$ cat src/rtl/pcie_fifo_pkg.sv
// Shared types and default sizing for the audio PCIe FIFO read-side scheduler.
package pcie_fifo_pkg;

  typedef enum logic [1:0] {
    IDLE = 2'd0,
    REQ  = 2'd1,
    XFER = 2'd2,
    DONE = 2'd3
  } sched_state_t;

  localparam int DEF_BURST_LEN   = 16;
  localparam int DEF_TIMEOUT_CYC = 1024;

endpackage

$ cat src/rtl/pcie_fifo_rd_sched_if.sv
// FIFO read port plus DMA request/stream signals seen by the read-side scheduler.
interface pcie_fifo_rd_sched_if #(
  parameter int RD_DEPTH_WIDTH = 13,
  parameter int DATA_WIDTH     = 128
);

  logic                    fifo_rd_en;
  logic [DATA_WIDTH-1:0]   fifo_rd_data;
  logic                    fifo_rd_empty;
  logic [RD_DEPTH_WIDTH:0] fifo_rd_water_level;

  logic                    dma_req;
  logic [RD_DEPTH_WIDTH:0] dma_len;
  logic                    dma_ack;

  // Stream: a beat moves on a cycle where dma_valid && dma_ready; once valid is
  // raised, dma_data/dma_last hold steady until that beat moves.
  logic                    dma_valid;
  logic                    dma_ready;
  logic [DATA_WIDTH-1:0]   dma_data;
  logic                    dma_last;

  modport master (
    output fifo_rd_en,
    input  fifo_rd_data, fifo_rd_empty, fifo_rd_water_level,
    output dma_req, dma_len,
    input  dma_ack,
    output dma_valid, dma_data, dma_last,
    input  dma_ready
  );

  modport slave (
    input  fifo_rd_en,
    output fifo_rd_data, fifo_rd_empty, fifo_rd_water_level,
    input  dma_req, dma_len,
    output dma_ack,
    input  dma_valid, dma_data, dma_last,
    output dma_ready
  );

endinterface

$ cat src/rtl/pcie_skid2.sv
// Two-entry register buffer; entry 0 is always the head presented on dout.
module pcie_skid2 #(
  parameter int DATA_WIDTH = 128
) (
  input  logic                  clk,
  input  logic                  rst_n,
  input  logic                  push,
  input  logic [DATA_WIDTH-1:0] din,
  input  logic                  pop,
  output logic [DATA_WIDTH-1:0] dout,
  output logic [1:0]            count
);

  logic [DATA_WIDTH-1:0] mem0;
  logic [DATA_WIDTH-1:0] mem1;
  logic                  do_pop;
  logic                  do_push;

  assign do_pop  = pop && (count != 2'd0);
  assign do_push = push && ((count != 2'd2) || do_pop);
  assign dout    = mem0;

  always_ff @(posedge clk or negedge rst_n) begin
    if (!rst_n) begin
      mem0  <= '0;
      mem1  <= '0;
      count <= 2'd0;
    end else begin
      case ({do_push, do_pop})
        2'b10: begin
          if (count == 2'd0) mem0 <= din;
          else               mem1 <= din;
          count <= count + 2'd1;
        end
        2'b01: begin
          mem0  <= mem1;
          count <= count - 2'd1;
        end
        2'b11: begin
          // Occupancy unchanged: the new word lands behind whatever remains.
          if (count == 2'd1) begin
            mem0 <= din;
          end else begin
            mem0 <= mem1;
            mem1 <= din;
          end
        end
        default: ;
      endcase
    end
  end

endmodule

$ cat src/rtl/pcie_fifo_rd_sched.sv
// Read-side burst scheduler: watches FIFO water level, requests DMA bursts and streams words out.
module pcie_fifo_rd_sched
  import pcie_fifo_pkg::*;
#(
  parameter int RD_DEPTH_WIDTH = 13,
  parameter int DATA_WIDTH     = 128,
  parameter int BURST_LEN      = DEF_BURST_LEN,
  parameter int TIMEOUT_CYC    = DEF_TIMEOUT_CYC
) (
  input  logic                 clk,
  input  logic                 rst_n,
  input  logic                 enable,
  input  logic                 flush,
  pcie_fifo_rd_sched_if.master bus,
  output logic                 busy,
  output logic [15:0]          burst_cnt,
  output sched_state_t         dbg_state,
  output logic [1:0]           dbg_skid_cnt
);

  localparam int            LW = RD_DEPTH_WIDTH + 1;
  localparam logic [LW-1:0] BL = LW'(BURST_LEN);
  localparam logic [31:0]   TO = 32'(TIMEOUT_CYC);

  sched_state_t          state, state_nxt;
  logic [LW-1:0]         len_q, len_nxt;
  logic [LW-1:0]         rd_issued;
  logic [LW-1:0]         beat_cnt;
  logic [LW-1:0]         wl;
  logic [31:0]           idle_cnt;
  logic                  inflight;
  logic                  flush_pend;
  logic                  launch;
  logic                  rd_en;
  logic                  beat;
  logic                  dma_valid_int;
  logic                  last_beat;
  logic [1:0]            skid_cnt;
  logic [1:0]            occ;
  logic [DATA_WIDTH-1:0] skid_dout;

  assign wl  = bus.fifo_rd_water_level;
  assign occ = skid_cnt + {1'b0, inflight};

  // A read is only issued when the skid buffer is guaranteed a slot for its data.
  assign rd_en = (state == XFER) && !bus.fifo_rd_empty && (rd_issued < len_q) && (occ < 2'd2);

  assign dma_valid_int = (skid_cnt != 2'd0);
  assign beat          = dma_valid_int && bus.dma_ready;
  assign last_beat     = (beat_cnt == len_q - LW'(1));

  always_comb begin
    state_nxt = state;
    len_nxt   = len_q;
    launch    = 1'b0;
    case (state)
      IDLE: begin
        if (enable) begin
          if (wl >= BL) begin
            launch  = 1'b1;
            len_nxt = BL;
          end else if ((flush_pend || (idle_cnt == TO)) && (wl != '0)) begin
            launch  = 1'b1;
            len_nxt = wl;
          end
        end
        if (launch) state_nxt = REQ;
      end
      REQ:     if (bus.dma_ack) state_nxt = XFER;
      XFER:    if (beat && last_beat) state_nxt = DONE;
      DONE:    state_nxt = IDLE;
      default: state_nxt = IDLE;
    endcase
  end

  always_ff @(posedge clk or negedge rst_n) begin
    if (!rst_n) begin
      state      <= IDLE;
      len_q      <= '0;
      rd_issued  <= '0;
      beat_cnt   <= '0;
      inflight   <= 1'b0;
      idle_cnt   <= '0;
      flush_pend <= 1'b0;
      burst_cnt  <= '0;
    end else begin
      state    <= state_nxt;
      len_q    <= len_nxt;
      inflight <= rd_en;

      if (state == REQ) begin
        rd_issued <= '0;
        beat_cnt  <= '0;
      end else begin
        if (rd_en) rd_issued <= rd_issued + LW'(1);
        if (beat)  beat_cnt  <= beat_cnt + LW'(1);
      end

      if ((state == IDLE) && !launch && (wl != '0) && (wl < BL))
        idle_cnt <= (idle_cnt == TO) ? idle_cnt : idle_cnt + 32'd1;
      else
        idle_cnt <= '0;

      // A new pulse wins over a same-cycle clear so a late flush is never dropped.
      if (flush)
        flush_pend <= 1'b1;
      else if ((state == IDLE) && (launch || (wl == '0)))
        flush_pend <= 1'b0;

      if (state == DONE) burst_cnt <= burst_cnt + 16'd1;
    end
  end

  pcie_skid2 #(
    .DATA_WIDTH(DATA_WIDTH)
  ) u_skid (
    .clk   (clk),
    .rst_n (rst_n),
    .push  (inflight),
    .din   (bus.fifo_rd_data),
    .pop   (beat),
    .dout  (skid_dout),
    .count (skid_cnt)
  );

  assign bus.fifo_rd_en = rd_en;
  assign bus.dma_req    = (state == REQ);
  assign bus.dma_len    = len_q;
  assign bus.dma_valid  = dma_valid_int;
  assign bus.dma_data   = skid_dout;
  assign bus.dma_last   = dma_valid_int && last_beat;

  assign busy         = (state != IDLE);
  assign dbg_state    = state;
  assign dbg_skid_cnt = skid_cnt;

endmodule

$ cat src/flat_wrapper.sv
// flat-port wrapper written by rule: the top's interface ports become plain ports
module pcie_fifo_rd_sched_flat import pcie_fifo_pkg::*;
#(
  parameter int RD_DEPTH_WIDTH = 13,
  parameter int DATA_WIDTH     = 128,
  parameter int BURST_LEN      = DEF_BURST_LEN,
  parameter int TIMEOUT_CYC    = DEF_TIMEOUT_CYC
)
  (clk, rst_n, enable, flush, busy, burst_cnt, dbg_state, dbg_skid_cnt, bus_fifo_rd_en, bus_fifo_rd_data, bus_fifo_rd_empty, bus_fifo_rd_water_level, bus_dma_req, bus_dma_len, bus_dma_ack, bus_dma_valid, bus_dma_data, bus_dma_last, bus_dma_ready);
  pcie_fifo_rd_sched_if #(.RD_DEPTH_WIDTH(RD_DEPTH_WIDTH), .DATA_WIDTH(DATA_WIDTH)) bus_i ();
  input  logic clk;
  input  logic rst_n;
  input  logic enable;
  input  logic flush;
  output logic busy;
  output logic [15:0] burst_cnt;
  output sched_state_t dbg_state;
  output logic [1:0] dbg_skid_cnt;
  output wire logic [$bits(bus_i.fifo_rd_en)-1:0] bus_fifo_rd_en;
  input wire logic [$bits(bus_i.fifo_rd_data)-1:0] bus_fifo_rd_data;
  input wire logic [$bits(bus_i.fifo_rd_empty)-1:0] bus_fifo_rd_empty;
  input wire logic [$bits(bus_i.fifo_rd_water_level)-1:0] bus_fifo_rd_water_level;
  output wire logic [$bits(bus_i.dma_req)-1:0] bus_dma_req;
  output wire logic [$bits(bus_i.dma_len)-1:0] bus_dma_len;
  input wire logic [$bits(bus_i.dma_ack)-1:0] bus_dma_ack;
  output wire logic [$bits(bus_i.dma_valid)-1:0] bus_dma_valid;
  output wire logic [$bits(bus_i.dma_data)-1:0] bus_dma_data;
  output wire logic [$bits(bus_i.dma_last)-1:0] bus_dma_last;
  input wire logic [$bits(bus_i.dma_ready)-1:0] bus_dma_ready;
  assign bus_fifo_rd_en = bus_i.fifo_rd_en;
  assign bus_i.fifo_rd_data = bus_fifo_rd_data;
  assign bus_i.fifo_rd_empty = bus_fifo_rd_empty;
  assign bus_i.fifo_rd_water_level = bus_fifo_rd_water_level;
  assign bus_dma_req = bus_i.dma_req;
  assign bus_dma_len = bus_i.dma_len;
  assign bus_i.dma_ack = bus_dma_ack;
  assign bus_dma_valid = bus_i.dma_valid;
  assign bus_dma_data = bus_i.dma_data;
  assign bus_dma_last = bus_i.dma_last;
  assign bus_i.dma_ready = bus_dma_ready;
  pcie_fifo_rd_sched #(.RD_DEPTH_WIDTH(RD_DEPTH_WIDTH), .DATA_WIDTH(DATA_WIDTH), .BURST_LEN(BURST_LEN), .TIMEOUT_CYC(TIMEOUT_CYC)) u_core (.clk(clk), .rst_n(rst_n), .enable(enable), .flush(flush), .bus(bus_i), .busy(busy), .burst_cnt(burst_cnt), .dbg_state(dbg_state), .dbg_skid_cnt(dbg_skid_cnt));
endmodule
$ cat config.mk
export PLATFORM = sky130hd
export DESIGN_NAME = pcie_fifo_rd_sched_flat
export DESIGN_NICKNAME = d
export VERILOG_FILES = /design/src/rtl/pcie_fifo_pkg.sv /design/src/rtl/pcie_fifo_rd_sched_if.sv /design/src/rtl/pcie_skid2.sv /design/src/rtl/pcie_fifo_rd_sched.sv /design/src/flat_wrapper.sv
export SDC_FILE = /design/constraint.sdc
export NUM_CORES = 1
export LEC_CHECK = 0
export CORE_UTILIZATION = 58
export CTS_BUF_LIST = sky130_fd_sc_hd__clkbuf_4 sky130_fd_sc_hd__clkbuf_8
export DETAILED_ROUTE_END_ITERATION = 10
export PLACE_DENSITY = 0.95
export SLEW_MARGIN = 30
export SYNTH_ARGS = -nofsm -noshare
export SYNTH_HDL_FRONTEND = slang
export SYNTH_SLANG_ARGS = --single-unit
$ cat constraint.sdc
create_clock -name clk -period 8.9 [get_ports clk]
set_input_delay 2.67 -clock clk [delete_from_list [all_inputs] [get_ports clk]]
set_output_delay 2.67 -clock clk [all_outputs]
set_load 0.005 [all_outputs]
After elaboration in Yosys (flattened, before gate mapping)
Index checks and enable logic that the tools add are counted.
- register bits after elaboration: 352
- input port bits: 149
- output and inout bits: 167
- mux-type cells: 26
- reductions and logical operators: 35
- equality and inequality tests: 17
- $lt $le $gt $ge: 4
- add/subtract/negate cells: 8
- operators with widths (cell ; count):
    two-way mux 128 bit ; 4
    one-hot mux 128 bit (3 select lines) ; 1
    one-hot mux 128 bit (2 select lines) ; 1
    two-way mux 14 bit ; 6
    two-way mux 32 bit ; 2
    adder 32 x 1 -> 32 bit, second input constant ; 1
    equality test 32 x 11 -> 1 bit, second input constant ; 1
    adder 14 x 1 -> 14 bit, second input constant ; 2
    adder 16 x 1 -> 16 bit, second input constant ; 1
    nonzero test 2 bit ; 8
    equality test 14 bit ; 1
    greater-or-equal comparator 14 x 5 -> 1 bit, second input constant ; 1
    logical NOT 14 bit ; 1
    < comparator 14 bit ; 1
    < comparator 14 x 5 -> 1 bit, second input constant ; 1
    nonzero test 14 bit ; 1
    subtractor 14 x 1 -> 14 bit, second input constant ; 1
    logical AND 1 bit ; 13
    inequality test 2 bit, second input constant ; 6
    AND reduction 3 bit ; 3
    equality test 2 bit, second input constant ; 4
    one-hot mux 2 bit (4 select lines) ; 1
    two-way mux 1 bit ; 7
    equality test 2 x 1 -> 1 bit, second input constant ; 3
    12 further kinds ; 19

Depth between registers and ports, before layout
- depth after elaboration: 13
- gate-level depth with buffers: 11
- mapped depth without buffers: 10

Modules after synthesis
Synthesis repeated with hierarchy kept, for this count alone.
- cell total of the unflattened synthesis: 1584
- area total of the unflattened synthesis: 16615.9 um2
- modules (own cells, without submodules) (module ; instances ; area an instance (um2) ; cells an instance ; seq. area each (um2)):
    pcie_skid2 ; 1 ; 11402.2 ; 1033 ; 6456.2
    pcie_fifo_rd_sched ; 1 ; 5213.8 ; 551 ; 2352.3

Worst setup path before layout
Ideal clock, no wire load.
- kind: input to output
- start: input bus_fifo_rd_empty
- end: output bus_fifo_rd_en
- arrival time: 3.650 ns
- cell stages on the path: 5
- buffers on the path: 1
- data required time: 6.230 ns
- setup slack: 2.580 ns
- path through: nor4b_1 -> o211ai_1 -> a21o_1 -> clkbuf_1 -> inv_2
- longest elaborated chain between the ends: 4
- ends and longest elaborated chain (item ; RTL line ; RTL):
    from (decl) ; flat_wrapper.sv:21 ; input wire logic [$bits(bus_i.fifo_rd_empty)-1:0] bus_fifo_rd_empty;
    logical NOT 1 bit ; pcie_fifo_rd_sched.sv:46 ; assign rd_en = (state == XFER) && !bus.fifo_rd_empty && (rd_issued < len_q) && (occ < 2'd2);
    logical AND 1 bit (3 in series) ; pcie_fifo_rd_sched.sv:46 ;
    to (decl) ; flat_wrapper.sv:19 ; output wire logic [$bits(bus_i.fifo_rd_en)-1:0] bus_fifo_rd_en;
Every way passes these cells.

Final worst setup path
Ends and elaborated chain as after synthesis.

==> impl_metrics.csv <==
group,metric,value,unit
worst_hold_path,hold_path.class,"flop to flop",
floorplanning,start_util,0.590,
timing,relSlewSlack,0.344,
clock_tree,postCtsSetupBuffers,0,
route,first_iter_violations,918,
worst_setup_path,cp-start-kind,"input pin",
global_routing,antenna_found_initial,1,
route,drc,0,
timing,period_share,0.849,
clock_tree,cts.clk_slew.worst_paths,0.06,ns
timing,setup_ws,1.34,ns
floorplanning,rows,60,
yosys,avgSynthCellArea,11.3,um^2
finish,final_nets,1896,
timing,setup_tns,0,ns
timing,maxSlewViolCount,0,
timing,max_freq,132,MHz
yosys,seq_area_frac_synth,0.555,
worst_setup_path,worst_setup_path_end_kind,"primary output",
timing,rsz0062_at_grt,"false",
yosys,ys.flop_type,"dfrtp_1",
finish,fin_util,0.764,
global_routing,grt.busiest_layer,"met2",
worst_setup_path,cp_data_required_time,6.23,ns
finish,fin_area,20500,um^2
route,via_per_inst,5.75,
yosys,syn_area,15900,um^2
power_and_ir_drop,p_total,6.14,mW
finish,drive_above_1_share,0.0905,
clock_tree,cts_resized,0,
route,num_vias,12100,
place,finalWeightedCongestion,0.898,
timing,fin_skew,0.0330,ns
place,post-place-ws,1.41,ns
yosys,synth_seq_cells,352,
power_and_ir_drop,power.density,299,nW/um^2
worst_setup_path,worstSetupPathType,"input pin to primary output",
worst_setup_path,path_max_fanout,15,
route,drt_pass1_iterations,5,
clock_tree,cts_tree,"built",
global_routing,grt_max_degree,257,
yosys,syn_nets,1581,
yosys,synth_edf_count,0,
clock_tree,cts_buffers,55,
timing,finalSetupViolCount,0,
clock_tree,ctsRootBufferMaster,"clkbuf_8",
power_and_ir_drop,power_leakage,9.34,nW
timing,whs,0.469,ns
yosys,synthDistinctLibCells,52,
place,postPlaceCellArea,19300,um^2
finish,syn_to_final_growth,29.3,%
yosys,synth_cells,1406,
clock_tree,clk_latency,0.59,ns
status,run_status,"finished clean",
global_routing,met3_usage,0.0695,
floorplanning,die_w,167,um
finish,final_common_cell,"dfrtp_1",
clock_tree,clkSinkCount,352,
global_routing,grt_overflow,0,
finish,fin_cells,2098,
worst_setup_path,crit_arrival,4.89,ns
global_routing,grt_use_met1,0.334,
floorplanning,die_area,28000,um^2
timing,tightestPinTransition,0.984,ns
clock_tree,clock_path_buffers,3,
power_and_ir_drop,vdd_drop_max,0.221,mV
yosys,ys_async_sr_fraction,1.00,
place,dp.cells,2003,
clock_tree,htree_levels,2,
yosys,yosysWarnings,0,
job,cap_viol_max_count,0,
route,final_antenna_net_count,0,
floorplanning,coreArea,26900,um^2
global_routing,grtUsageMet2,0.513,
finish,layout_common_cells,"352 x dfrtp_1, 314 x clkdlybuf4s50_1, 187 x nand2_1, 135 x mux2i_1, 90 x o21ai_0",
route,routed_wl,40600,um
global_routing,grt_first_pass_wirelength,65100,um
floorplanning,pin_count,316,
floorplanning,fp.dieH,167,um
place,dpl.hpwl,26700,um
route,routedWlPerCell,19.3,um
timing,hold_viol,0,
global_routing,grt_pass1_vias,12700,
place,numPortBuffers,315,
clock_tree,cts_hold_buffers,0,
global_routing,grt_use_total,0.291,
timing,min_period,7.56,ns
## critical path: stages
cell	delay, ns
clkdlybuf4s50_1	0.41
nor4b_1	0.43
o211ai_1	0.30
a21o_1	0.38
inv_2	0.16
clkdlybuf4s50_1	0.55
## synth_stat cells, drive strengths merged (16+ instances only)
master  instances  area [um^2]
dfrtp         352         8810
nand2         188          706
o21ai         145          726
mux2i         135         1350
mux2          130         1460
nor2           89          334
clkbuf         53          199
xor2           45          394
xnor2          37          324
inv            29          109
ha             26          325
nand4          24          150
nand3          20          100
a21oi          18         90.1
buf            16         63.8
## power breakdown
group | leakage (nW) | switching, mW | internal, mW
registers | 4.46 | 0.367 | 2.21
clock network | 0.601 | 0.625 | 0.779
logic | 4.29 | 0.995 | 1.17
## layer usage
layer	share of wire	up-vias
li1	-	5520
met1	0.38	5979
met2	0.51	442
met3	0.066	131
met4	0.043	0
met5	0	-
## sequential cells by signal, summed over array words and instances, names as in the netlist
signal and cells:
u_core.u_skid.dout 128, u_core.beat_cnt 14, u_core.u_skid.mem1 128, u_core.inflight 1
u_core.burst_cnt 16, u_core.dbg_state 2, u_core.rd_issued 14, u_core.u_skid.count 2
u_core.bus.dma_len 14, u_core.idle_cnt 32, u_core.flush_pend 1
## final timing paths
kind	slack (ns)	endpoint	cells after the start	start
setup / recovery	1.34	bus_fifo_rd_en	6	bus_fifo_rd_empty
hold / removal	0.47	u_core.burst_cnt[15]	1	u_core.burst_cnt[15]
setup reg to reg	5.69	u_core.u_skid.mem1[56]	6	u_core.u_skid.count[1]
hold reg to reg	0.47	u_core.burst_cnt[15]	1	u_core.burst_cnt[15]
max in group asynchronous	5.42	u_core.u_skid.dout[120]	3	rst_n
min in group asynchronous	2.03	u_core.rd_issued[5]	1	rst_n
## logic make-up after synthesis
family / after synthesis / share of synthesized area
adder cells (fa/ha/maj): 26 / 0.0205
buffers and inverters: 98 / 0.0234
AO/OA/AOI/OAI: 200 / 0.0700
AND/OR/NAND/NOR: 383 / 0.108
multiplexers: 265 / 0.177
XOR/XNOR: 82 / 0.0453
flip-flops: 352 / 0.555
## layout make-up
class	count	area [um^2]
sequential	352	8810
multi-input combinational	956	6720
fill	1661	6350
timing repair buffer	327	3330
clock buffer	84	1060
tap	341	427
inverter	29	109
clock inverter	8	71.3
antenna	1	2.50
Note: power is estimated with default switching activity, not from simulation.
